**src/rtl/mc_cpu_pkg.sv**
```systemverilog
// Shared definitions for the multi-cycle MIPS-subset control unit:
// state encoding, opcode/function constants, ALU operation codes,
// PC source selector values and the decoded-instruction flag bundle.
package mc_cpu_pkg;

    // FSM states; the numeric values are visible on the state output
    typedef enum logic [2:0] {
        ST_IF  = 3'd0,
        ST_ID  = 3'd1,
        ST_EXE = 3'd2,
        ST_MEM = 3'd3,
        ST_WB  = 3'd4
    } state_e;

    // Primary opcodes
    localparam logic [5:0] OP_RTYPE = 6'b000000;
    localparam logic [5:0] OP_J     = 6'b000010;
    localparam logic [5:0] OP_JAL   = 6'b000011;
    localparam logic [5:0] OP_BEQ   = 6'b000100;
    localparam logic [5:0] OP_BNE   = 6'b000101;
    localparam logic [5:0] OP_ADDI  = 6'b001000;
    localparam logic [5:0] OP_SLTI  = 6'b001010;
    localparam logic [5:0] OP_ANDI  = 6'b001100;
    localparam logic [5:0] OP_ORI   = 6'b001101;
    localparam logic [5:0] OP_XORI  = 6'b001110;
    localparam logic [5:0] OP_LUI   = 6'b001111;
    localparam logic [5:0] OP_LW    = 6'b100011;
    localparam logic [5:0] OP_SW    = 6'b101011;

    // R-type function codes
    localparam logic [5:0] FN_SLL = 6'b000000;
    localparam logic [5:0] FN_SRL = 6'b000010;
    localparam logic [5:0] FN_SRA = 6'b000011;
    localparam logic [5:0] FN_JR  = 6'b001000;
    localparam logic [5:0] FN_ADD = 6'b100000;
    localparam logic [5:0] FN_SUB = 6'b100010;
    localparam logic [5:0] FN_AND = 6'b100100;
    localparam logic [5:0] FN_OR  = 6'b100101;
    localparam logic [5:0] FN_XOR = 6'b100110;
    localparam logic [5:0] FN_NOR = 6'b100111;
    localparam logic [5:0] FN_SLT = 6'b101010;

    // ALU operation codes
    localparam logic [3:0] ALUC_ADD = 4'b0000;
    localparam logic [3:0] ALUC_AND = 4'b0001;
    localparam logic [3:0] ALUC_XOR = 4'b0010;
    localparam logic [3:0] ALUC_SLL = 4'b0011;
    localparam logic [3:0] ALUC_SUB = 4'b0100;
    localparam logic [3:0] ALUC_OR  = 4'b0101;
    localparam logic [3:0] ALUC_LUI = 4'b0110;
    localparam logic [3:0] ALUC_SRL = 4'b0111;
    localparam logic [3:0] ALUC_SLT = 4'b1000;
    localparam logic [3:0] ALUC_NOR = 4'b1001;
    localparam logic [3:0] ALUC_SRA = 4'b1111;

    // PC source mux selections
    localparam logic [1:0] PCS_SEQ    = 2'b00;
    localparam logic [1:0] PCS_BRANCH = 2'b01;
    localparam logic [1:0] PCS_RS     = 2'b10;
    localparam logic [1:0] PCS_JUMP   = 2'b11;

    // Memory wait counter width (TIMEOUT is limited to 1..255)
    localparam int unsigned          WAIT_W   = 8;
    localparam logic [WAIT_W-1:0]    WAIT_MAX = {WAIT_W{1'b1}};

    // Instruction classes the FSM sequences differently; plain ALU
    // instructions are the legal ones with none of these set.
    typedef struct packed {
        logic lw;
        logic sw;
        logic beq;
        logic bne;
        logic j;
        logic jal;
        logic jr;
    } instr_flags_t;

endpackage

```
**src/rtl/mc_cpu_decode.sv**
```systemverilog
// Combinational instruction decoder for the multi-cycle control unit.
// Produces the FSM sequencing flags, the static datapath controls and
// the illegal-instruction indication from op/func.
// Ports:
//   op, func  : instruction opcode and function fields
//   flags     : sequencing class (lw/sw/beq/bne/j/jal/jr)
//   aluc      : ALU operation code
//   shift, aluimm, sext, regrt, m2reg, jal : static datapath controls
//   ill       : op/func combination is not decodable
module mc_cpu_decode
    import mc_cpu_pkg::*;
#(
    parameter bit EXT_ISA = 1'b1
) (
    input  logic [5:0]   op,
    input  logic [5:0]   func,
    output instr_flags_t flags,
    output logic [3:0]   aluc,
    output logic         shift,
    output logic         aluimm,
    output logic         sext,
    output logic         regrt,
    output logic         m2reg,
    output logic         jal,
    output logic         ill
);

    // Opcode/function decode; undecodable encodings leave every control at 0
    always_comb begin
        flags  = '0;
        aluc   = ALUC_ADD;
        shift  = 1'b0;
        aluimm = 1'b0;
        sext   = 1'b0;
        regrt  = 1'b0;
        ill    = 1'b0;
        case (op)
            OP_RTYPE: begin
                case (func)
                    FN_ADD: aluc = ALUC_ADD;
                    FN_SUB: aluc = ALUC_SUB;
                    FN_AND: aluc = ALUC_AND;
                    FN_OR:  aluc = ALUC_OR;
                    FN_XOR: aluc = ALUC_XOR;
                    FN_SLL: begin
                        aluc  = ALUC_SLL;
                        shift = 1'b1;
                    end
                    FN_SRL: begin
                        aluc  = ALUC_SRL;
                        shift = 1'b1;
                    end
                    FN_SRA: begin
                        aluc  = ALUC_SRA;
                        shift = 1'b1;
                    end
                    FN_JR:  flags.jr = 1'b1;
                    FN_SLT: begin
                        if (EXT_ISA) begin
                            aluc = ALUC_SLT;
                        end else begin
                            ill = 1'b1;
                        end
                    end
                    FN_NOR: begin
                        if (EXT_ISA) begin
                            aluc = ALUC_NOR;
                        end else begin
                            ill = 1'b1;
                        end
                    end
                    default: ill = 1'b1;
                endcase
            end
            OP_ADDI: begin
                aluc   = ALUC_ADD;
                aluimm = 1'b1;
                sext   = 1'b1;
                regrt  = 1'b1;
            end
            OP_SLTI: begin
                if (EXT_ISA) begin
                    aluc   = ALUC_SLT;
                    aluimm = 1'b1;
                    sext   = 1'b1;
                    regrt  = 1'b1;
                end else begin
                    ill = 1'b1;
                end
            end
            OP_ANDI: begin
                aluc   = ALUC_AND;
                aluimm = 1'b1;
                regrt  = 1'b1;
            end
            OP_ORI: begin
                aluc   = ALUC_OR;
                aluimm = 1'b1;
                regrt  = 1'b1;
            end
            OP_XORI: begin
                aluc   = ALUC_XOR;
                aluimm = 1'b1;
                regrt  = 1'b1;
            end
            OP_LUI: begin
                aluc   = ALUC_LUI;
                aluimm = 1'b1;
                regrt  = 1'b1;
            end
            OP_LW: begin
                flags.lw = 1'b1;
                aluc     = ALUC_ADD;
                aluimm   = 1'b1;
                sext     = 1'b1;
                regrt    = 1'b1;
            end
            OP_SW: begin
                flags.sw = 1'b1;
                aluc     = ALUC_ADD;
                aluimm   = 1'b1;
                sext     = 1'b1;
            end
            OP_BEQ: begin
                flags.beq = 1'b1;
                aluc      = ALUC_SUB;
                sext      = 1'b1;
            end
            OP_BNE: begin
                flags.bne = 1'b1;
                aluc      = ALUC_SUB;
                sext      = 1'b1;
            end
            OP_J:   flags.j   = 1'b1;
            OP_JAL: flags.jal = 1'b1;
            default: ill = 1'b1;
        endcase
    end

    assign m2reg = flags.lw;
    assign jal   = flags.jal;

endmodule

```
**src/rtl/mc_cpu_control.sv**
```systemverilog
// Multi-cycle control unit for the MIPS-subset CPU. Walks each
// instruction through IF/ID/EXE/MEM/WB, issues the datapath controls and
// per-state write strobes, handshakes with a shared memory via mem_rdy
// and aborts a stalled access after TIMEOUT wait cycles.
// Ports:
//   clk, rst        : clock and synchronous active-high reset
//   op, func, z     : instruction fields and ALU zero flag
//   mem_rdy         : memory access completes this cycle
//   state           : current FSM state (IF=0 .. WB=4)
//   rmem, wmem, iord: memory read/write requests and address select
//   irwr, pcwr      : IR and PC load strobes; pcsource selects the new PC
//   wreg            : register-file write strobe
//   aluc, shift, aluimm, sext, regrt, m2reg, jal : static datapath controls
//   done, ill       : end-of-instruction and illegal-instruction pulses
//   mem_err         : sticky memory-timeout flag
module mc_cpu_control
    import mc_cpu_pkg::*;
#(
    parameter bit          EXT_ISA       = 1'b1,
    parameter bit          MEM_HANDSHAKE = 1'b1,
    parameter int unsigned TIMEOUT       = 15
) (
    input  logic       clk,
    input  logic       rst,
    input  logic [5:0] op,
    input  logic [5:0] func,
    input  logic       z,
    input  logic       mem_rdy,
    output logic [2:0] state,
    output logic       rmem,
    output logic       wmem,
    output logic       iord,
    output logic       irwr,
    output logic       pcwr,
    output logic [1:0] pcsource,
    output logic       wreg,
    output logic       regrt,
    output logic       m2reg,
    output logic       jal,
    output logic       shift,
    output logic       aluimm,
    output logic       sext,
    output logic [3:0] aluc,
    output logic       done,
    output logic       ill,
    output logic       mem_err
);

    localparam bit                TIMEOUT_EN = (TIMEOUT != 32'd0);
    localparam logic [WAIT_W-1:0] TIMEOUT_C  = WAIT_W'(TIMEOUT);

    state_e            state_q, state_d;
    logic [WAIT_W-1:0] wait_cnt_q, wait_cnt_d;
    logic              mem_err_q, mem_err_d;

    instr_flags_t flags_s;
    logic         ill_dec_s;
    logic         rdy_s;
    logic         waiting_s;
    logic         timeout_s;

    logic       rmem_s, wmem_s, iord_s, irwr_s, pcwr_s, wreg_s, done_s, ill_s;
    logic [1:0] pcsource_s;

    mc_cpu_decode #(
        .EXT_ISA (EXT_ISA)
    ) u_decode (
        .op     (op),
        .func   (func),
        .flags  (flags_s),
        .aluc   (aluc),
        .shift  (shift),
        .aluimm (aluimm),
        .sext   (sext),
        .regrt  (regrt),
        .m2reg  (m2reg),
        .jal    (jal),
        .ill    (ill_dec_s)
    );

    // Without the handshake every memory access completes in one cycle
    assign rdy_s     = MEM_HANDSHAKE ? mem_rdy : 1'b1;
    assign waiting_s = ((state_q == ST_IF) || (state_q == ST_MEM)) && !rdy_s;
    // wait_cnt_q holds the not-ready cycles already spent; the access is
    // abandoned on the next one after TIMEOUT of them
    assign timeout_s = TIMEOUT_EN && waiting_s && (wait_cnt_q == TIMEOUT_C);

    // Next-state and per-state control decode
    always_comb begin
        state_d    = state_q;
        rmem_s     = 1'b0;
        wmem_s     = 1'b0;
        iord_s     = 1'b0;
        irwr_s     = 1'b0;
        pcwr_s     = 1'b0;
        pcsource_s = PCS_SEQ;
        wreg_s     = 1'b0;
        done_s     = 1'b0;
        ill_s      = 1'b0;
        case (state_q)
            ST_IF: begin
                if (timeout_s) begin
                    // Abandon the fetch: request dropped, nothing loaded
                    done_s  = 1'b1;
                    state_d = ST_IF;
                end else begin
                    rmem_s = 1'b1;
                    if (rdy_s) begin
                        irwr_s  = 1'b1;
                        pcwr_s  = 1'b1;
                        state_d = ST_ID;
                    end else begin
                        state_d = ST_IF;
                    end
                end
            end
            ST_ID: begin
                if (ill_dec_s) begin
                    ill_s   = 1'b1;
                    done_s  = 1'b1;
                    state_d = ST_IF;
                end else if (flags_s.j || flags_s.jal) begin
                    // jal links the already-incremented PC
                    pcwr_s     = 1'b1;
                    pcsource_s = PCS_JUMP;
                    wreg_s     = flags_s.jal;
                    done_s     = 1'b1;
                    state_d    = ST_IF;
                end else if (flags_s.jr) begin
                    pcwr_s     = 1'b1;
                    pcsource_s = PCS_RS;
                    done_s     = 1'b1;
                    state_d    = ST_IF;
                end else begin
                    state_d = ST_EXE;
                end
            end
            ST_EXE: begin
                if (flags_s.beq || flags_s.bne) begin
                    pcsource_s = PCS_BRANCH;
                    pcwr_s     = (flags_s.beq & z) | (flags_s.bne & ~z);
                    done_s     = 1'b1;
                    state_d    = ST_IF;
                end else if (flags_s.lw || flags_s.sw) begin
                    state_d = ST_MEM;
                end else begin
                    state_d = ST_WB;
                end
            end
            ST_MEM: begin
                iord_s = 1'b1;
                if (timeout_s) begin
                    // Abandon the data access; lw skips its write-back
                    done_s  = 1'b1;
                    state_d = ST_IF;
                end else begin
                    rmem_s = flags_s.lw;
                    wmem_s = flags_s.sw;
                    if (rdy_s) begin
                        if (flags_s.sw) begin
                            done_s  = 1'b1;
                            state_d = ST_IF;
                        end else begin
                            state_d = ST_WB;
                        end
                    end else begin
                        state_d = ST_MEM;
                    end
                end
            end
            ST_WB: begin
                wreg_s  = 1'b1;
                done_s  = 1'b1;
                state_d = ST_IF;
            end
            default: state_d = ST_IF;
        endcase
    end

    // Wait counter and sticky timeout flag
    always_comb begin
        if (waiting_s && !timeout_s) begin
            if (wait_cnt_q == WAIT_MAX) begin
                wait_cnt_d = wait_cnt_q;
            end else begin
                wait_cnt_d = wait_cnt_q + {{(WAIT_W-1){1'b0}}, 1'b1};
            end
        end else begin
            wait_cnt_d = {WAIT_W{1'b0}};
        end
        mem_err_d = mem_err_q | timeout_s;
    end

    // State, wait counter and error flag registers
    always_ff @(posedge clk) begin
        if (rst) begin
            state_q    <= ST_IF;
            wait_cnt_q <= {WAIT_W{1'b0}};
            mem_err_q  <= 1'b0;
        end else begin
            state_q    <= state_d;
            wait_cnt_q <= wait_cnt_d;
            mem_err_q  <= mem_err_d;
        end
    end

    // Strobes are suppressed for the whole reset cycle, whatever state held
    assign rmem     = rmem_s & ~rst;
    assign wmem     = wmem_s & ~rst;
    assign irwr     = irwr_s & ~rst;
    assign pcwr     = pcwr_s & ~rst;
    assign wreg     = wreg_s & ~rst;
    assign done     = done_s & ~rst;
    assign ill      = ill_s  & ~rst;
    assign iord     = iord_s;
    assign pcsource = pcsource_s;
    assign state    = state_q;
    assign mem_err  = mem_err_q;

endmodule
```
**config.mk**
```make
export PLATFORM = sky130hd
export DESIGN_NAME = mc_cpu_control
export DESIGN_NICKNAME = d
export VERILOG_FILES = /design/src/rtl/mc_cpu_pkg.sv /design/src/rtl/mc_cpu_decode.sv /design/src/rtl/mc_cpu_control.sv
export SDC_FILE = /design/constraint.sdc
export NUM_CORES = 1
export LEC_CHECK = 0
export ABC_AREA = 1
export CAP_MARGIN = 20
export CORE_ASPECT_RATIO = 1.1
export CORE_MARGIN = 1
export CORE_UTILIZATION = 46
export DETAILED_ROUTE_END_ITERATION = 6
export GPL_TIMING_DRIVEN = 0
export PLACE_DENSITY = 0.81
export RECOVER_POWER = 100
export SYNTH_ARGS = -nofsm -noshare
export SYNTH_HDL_FRONTEND = slang
export SYNTH_SLANG_ARGS = --single-unit
export TNS_END_PERCENT = 1
```
**constraint.sdc**
```tcl
create_clock -name clk -period 2.26 [get_ports clk]
set_clock_uncertainty 0.1 [all_clocks]
set_input_delay 0.452 -clock clk [delete_from_list [all_inputs] [get_ports clk]]
set_output_delay 0.452 -clock clk [all_outputs]
set_load 0.1 [all_outputs]
```
Word level (Yosys, flattened, before mapping)

Index checks and enable logic that the tools add are counted.

Output and inout port bits: 24
Bits in registers: 12
Bits of input ports: 16
Word-level logic and storage cells: 125

Bitwise operators: 14
Equality and inequality tests: 28
Add/subtract/negate cells: 1
Muxes and demuxes: 59
Reduce and logical (&&, ||, !) cells: 20

Operator list:

| operator                                            | count |
|---|---|
| equality test 6 bit, second input constant          | 9 |
| equality test 6 x 4 -> 1 bit, second input constant | 7 |
| two-way mux 1 bit                                   | 39 |
| one-hot mux 4 bit (9 select lines)                  | 1 |
| one-hot mux 4 bit (7 select lines)                  | 1 |
| equality test 6 x 2 -> 1 bit, second input constant | 4 |
| two-way mux 3 bit                                   | 5 |
| equality test 6 x 3 -> 1 bit, second input constant | 2 |
| logical NOT 6 bit                                   | 2 |
| two-way mux 2 bit                                   | 6 |
| one-hot mux 3 bit (4 select lines)                  | 1 |
| OR reduction 12 bit                                 | 1 |
| OR reduction 11 bit                                 | 1 |
| bitwise AND 1 bit                                   | 9 |
| adder 8 x 1 -> 8 bit, second input constant         | 1 |
| equality test 8 x 4 -> 1 bit, second input constant | 1 |
| equality test 8 bit, second input constant          | 1 |
| OR reduction 8 bit                                  | 1 |
| OR reduction 7 bit                                  | 1 |
| equality test 3 x 2 -> 1 bit, second input constant | 2 |
| one-hot mux 1 bit (2 select lines)                  | 3 |
| OR reduction 6 bit                                  | 1 |
| one-hot mux 1 bit (5 select lines)                  | 1 |
| logical OR 1 bit                                    | 4 |
| 11 further kinds                                    | 18 |

Depth between registers and ports, before layout

Depth after elaboration: 8
Depth in mapped cells: 10
Depth with buffers taken out: 10

Hierarchy

From an unflattened synthesis, not the netlist that was laid out.

Cell total of the unflattened synthesis: 219
Area total of the unflattened synthesis: 1204.9 sq um

Modules (own cells, without submodules):

| module         | cells each | instances | area each (sq um) | sequential area each (sq um) |
|---|---|---|---|---|
| mc_cpu_control | 127        | 1         | 770.7             | 240.2 |
| mc_cpu_decode  | 92         | 1         | 434.2             | 0.0 |

Worst setup path before layout

No wires, ideal clock.

Path type: reg-to-output
Start point: register state_q[0], in the netlist state[0]
End point: output port wmem
Buffers on the path: 0
Cell stages (with the launch flop): 5
Arrival: 5.125 ns
Required time: 1.708 ns
Slack: -3.417 ns
Path through: dfxtp_1 > inv_1 > nor3_4 > inv_1 > nor4_1

Longest elaborated chain between the ends: 7
Elaborated cells between the ends (all ways): 8
Classes of those cells: eq/ne: 1; mux: 2; bitwise: 1; reduce/logical: 4

Ends and longest elaborated chain:

| what                                                              | line                                        | text |
|---|---|---|
| start, declared                                                   | mc_cpu_control.sv:52                        | `state_e state_q, state_d;` |
| start signal, assigned                                            | mc_cpu_control.sv:201                       | `state_q <= state_d;` |
| equality test 3 x 2 -> 1 bit or logical NOT 3 bit (tied branches) | mc_cpu_control.sv:83, mc_cpu_control.sv:100 |  |
| logical OR 1 bit                                                  | mc_cpu_control.sv:83                        | `assign waiting_s = ((state_q == ST_IF) \|\| (state_q == ST_MEM)) && !rdy_s;` |
| logical AND 1 bit                                                 | mc_cpu_control.sv:83                        |  |
| logical AND 1 bit                                                 | mc_cpu_control.sv:86                        | `assign timeout_s = TIMEOUT_EN && waiting_s && (wait_cnt_q == TIMEOUT_C);` |
| two-way mux 1 bit                                                 | mc_cpu_control.sv:152                       | `if (timeout_s) begin` |
| two-way mux 1 bit *                                               | mc_cpu_control.sv:100                       | `case (state_q)` |
| bitwise AND 1 bit *                                               | mc_cpu_control.sv:209                       | `assign wmem = wmem_s & ~rst;` |
| end, declared                                                     | mc_cpu_control.sv:31                        | `output logic wmem,` |

Every way passes the cells marked *; elsewhere a longest branch is shown, timed or not.

Worst setup path in the final report

Start point: input port func[3]
End point: output port ill

Longest elaborated chain between the ends: 7
Elaborated cells between the ends (all ways): 17
Classes of those cells: eq/ne: 10; mux: 4; bitwise: 1; reduce/logical: 2

Ends and longest elaborated chain:

| what                                        | line                  | text |
|---|---|---|
| start, declared                             | mc_cpu_control.sv:26  | `input logic [5:0] func,` |
| equality test 6 bit (tied with other cells) | mc_cpu_decode.sv:39   | `case (func)` |
| OR reduction 11 bit (no source line) *      | --                    |  |
| two-way mux 1 bit *                         | --                    |  |
| one-hot mux 1 bit (2 select lines) *        | mc_cpu_decode.sv:37   | `case (op)` |
| two-way mux 1 bit *                         | mc_cpu_control.sv:118 | `if (ill_dec_s) begin` |
| two-way mux 1 bit *                         | mc_cpu_control.sv:100 |  |
| bitwise AND 1 bit *                         | mc_cpu_control.sv:214 | `assign ill = ill_s & ~rst;` |
| end, declared                               | mc_cpu_control.sv:45  | `output logic ill,` |

Marks and branches as above.

==> metrics.txt <==
clk slew on worst S/H paths 0.08 ns; DR vias 1691; final setup vio count 7; layout net count 291; buffer depth of the longest clock path 2; CP Launch Type primary input; VDD IR max 0.396 mV; status complete, but fails checks; final period utilization 107%; Layout area overhead 71.1%; Final Instance Count excl. Fillers 304; Post-route DRC 0; fraction of layout instances using a drive strength above 1 45.4%; total number of yosys warnings 0; Post-Synthesis Cells 210; initial antenna violation count 0; vias in the first global route 1445; CTS buffer count 3; first-pass GRT wire length 6.20 mm; io pins 40; Hold Path Class reg2reg; failing checks setup timing; Hold Violations, Final 0; antenna-violating nets left 0; Seq/Total Area, Yosys 20.0%; pin count of the biggest net entering global routing 10; Mapped Nets 227; worst-margin pin slew 0.959 ns; Pre-Repair DR Iteration Count 5; total gr overflow 0; PwrDens 314 mW/mm2; Post-Synthesis Cell Area 0.00120 mm2; setup TNS -0.884 ns; first-iteration detailed-routing DRC count 102; post-synth cell types 31; pre-CTS setup slack -1.43 ns; Yosys reg bits 12; RSZ-0062 raised after global routing true; core area 0.00250 mm2; fin util 82.5%; Total Routing Usage GR 28.4%; Site Rows 19; Critical Path Sink Type output port; hold buffer count at CTS 0; CP Class in2out; detailed-placement wirelength estimate 2.45 mm; Setup WS post-layout -0.163 ns; Max-Cap Viols 0; WL final 4.25 mm; crit-path max FO 3; CTS tree built; n_diodes 0; Worst Path Required 1.71 ns; root buffer cell clkbuf_4; Avg Inst Size Synth 5.73 um2; crit path time final 2.42 ns; DR WL/cell 14.0 um; Die Wd 50.8 um; clock latency on the worst-skew pair 0.28 ns; crit path DAT 1.87 ns; Leak 0.000991 uW; GPL Wtd Cong 0.842; f_max 413 MHz; number of I/O port buffers 38; Die Area 0.00283 mm2; Slew Viols, Final 0; relative slew slack 36.3%; DP Cell Count 279; die height 55.7 um; Clock Sinks 12; H-tree level count 1; via/cell ratio 5.56; Initial Util 48.2%
## worst paths after layout
| check | startpoint | endpoint | slack (ns) | cells after the start |
|---|---|---|---|---|
| max | func[3] | ill | -0.16 | 12 |
| min reg2reg | mem_err | mem_err | 0.38 | 2 |
| max reg2reg | wait_cnt_q[1] | wait_cnt_q[5] | 0.51 | 9 |
| min | mem_err | mem_err | 0.38 | 2 |
## stage by stage
stage / total power [uW] / cell area [um2] / hold WS (ns)
after global routing: 670 / 2060 / 0.426
after floorplan: 395 / 1260 / 0.361
after detailed placement: 468 / 1680 / 0.368
after global placement: 467 / 1680 / 0.355
after CTS: 615 / 1870 / 0.378
final: 647 / 2060 / 0.375
## metal layers
| metal | wire length (um) | vias up | global-route usage (%) |
|---|---|---|---|
| met4 | 17 | 0 | 11.9 |
| met2 | 2280 | 79 | 46.7 |
| met5 | 0 | - | 0 |
| met1 | 1720 | 808 | 37.2 |
| li1 | - | 802 | - |
| met3 | 225 | 2 | 3.28 |
## critical path, stage by stage
cell and delay, ns:
clkdlybuf4s15_1 0.23, inv_1 0.08, nand2_1 0.09, nor2_2 0.06, nand2_2 0.09, nand2_2 0.08, nor2_4 0.09, nand2_2 0.09
nand2_2 0.12, nand2_1 0.07, nor2_1 0.16, buf_6 0.25
## flip-flops by register name (all words and copies together) (netlist names)
| name | count |
|---|---|
| mem_err | 1 |
| wait_cnt_q | 8 |
| state | 3 |
## repair_timing
action	CTS	global route
pin swaps	11	15
gates resized for setup	173	64
endpoints found under the setup margin	24	18
buffers inserted	12	8
cloned	1	0
endpoints found under the hold margin	0	0
## cells in the mapped netlist (all sizes together)
cell type / instances / share of area, %
o211ai: 2 / 1.2
a31oi: 1 / 0.52
a211oi: 2 / 1.2
nor3: 8 / 4.3
inv: 40 / 12
ha: 1 / 1.0
nor4: 1 / 0.52
nand3: 25 / 11
a21oi: 9 / 4.1
o21bai: 1 / 0.62
buf: 1 / 0.31
o22ai: 1 / 0.52
nand2: 56 / 19
nor2: 36 / 15
o211a: 1 / 0.83
o21a: 2 / 1.2
o21ai: 6 / 2.5
nand4: 2 / 1.0
a32oi: 1 / 0.73
a221oi: 1 / 0.73
dfxtp: 12 / 20
xnor2: 1 / 0.73
## cells by family after synthesis
| logic type | share of synthesized area, % |
|---|---|
| xor gates and xnor gates | 0.728 |
| adders and majority gates | 1.04 |
| and+or+nand+nor | 51.2 |
| buffers and inverters | 12.8 |
| DFF | 20.0 |
| AOI/OAI and AO/OA | 14.2 |
## report_power, final
group          internal [uW]  switching (uW)  leakage (uW)
logic                   86.4             201      0.000875
clock network           64.1            78.8     0.0000154
registers                212            4.74      0.000100
total                    362             285      0.000991
## area by class of cell
| type | instances | area (um2) |
|---|---|---|
| inverters | 40 | 153 |
| clock buffers | 3 | 22.5 |
| flip-flops and latches | 12 | 256 |
| well taps | 31 | 38.8 |
| fillers | 166 | 437 |
| repair buffers | 58 | 536 |
| clock inverters | 1 | 3.75 |
| multi-input cells | 158 | 1050 |
| plain buffers | 1 | 3.75 |
## placed cells by master (no fill, tap or decap), types with 5 or more instances in the layout
cell type,n
nand3_1,18
buf_12,6
inv_2,10
nor2_1,17
nor2_4,8
a21oi_1,6
nand2_1,42
inv_1,29
nand2_2,12
buf_6,7
nand3_2,6
nor2_2,11
buf_2,5
buf_4,25
nor3_4,5
dfxtp_1,7
(Power assumes the default switching activity.)
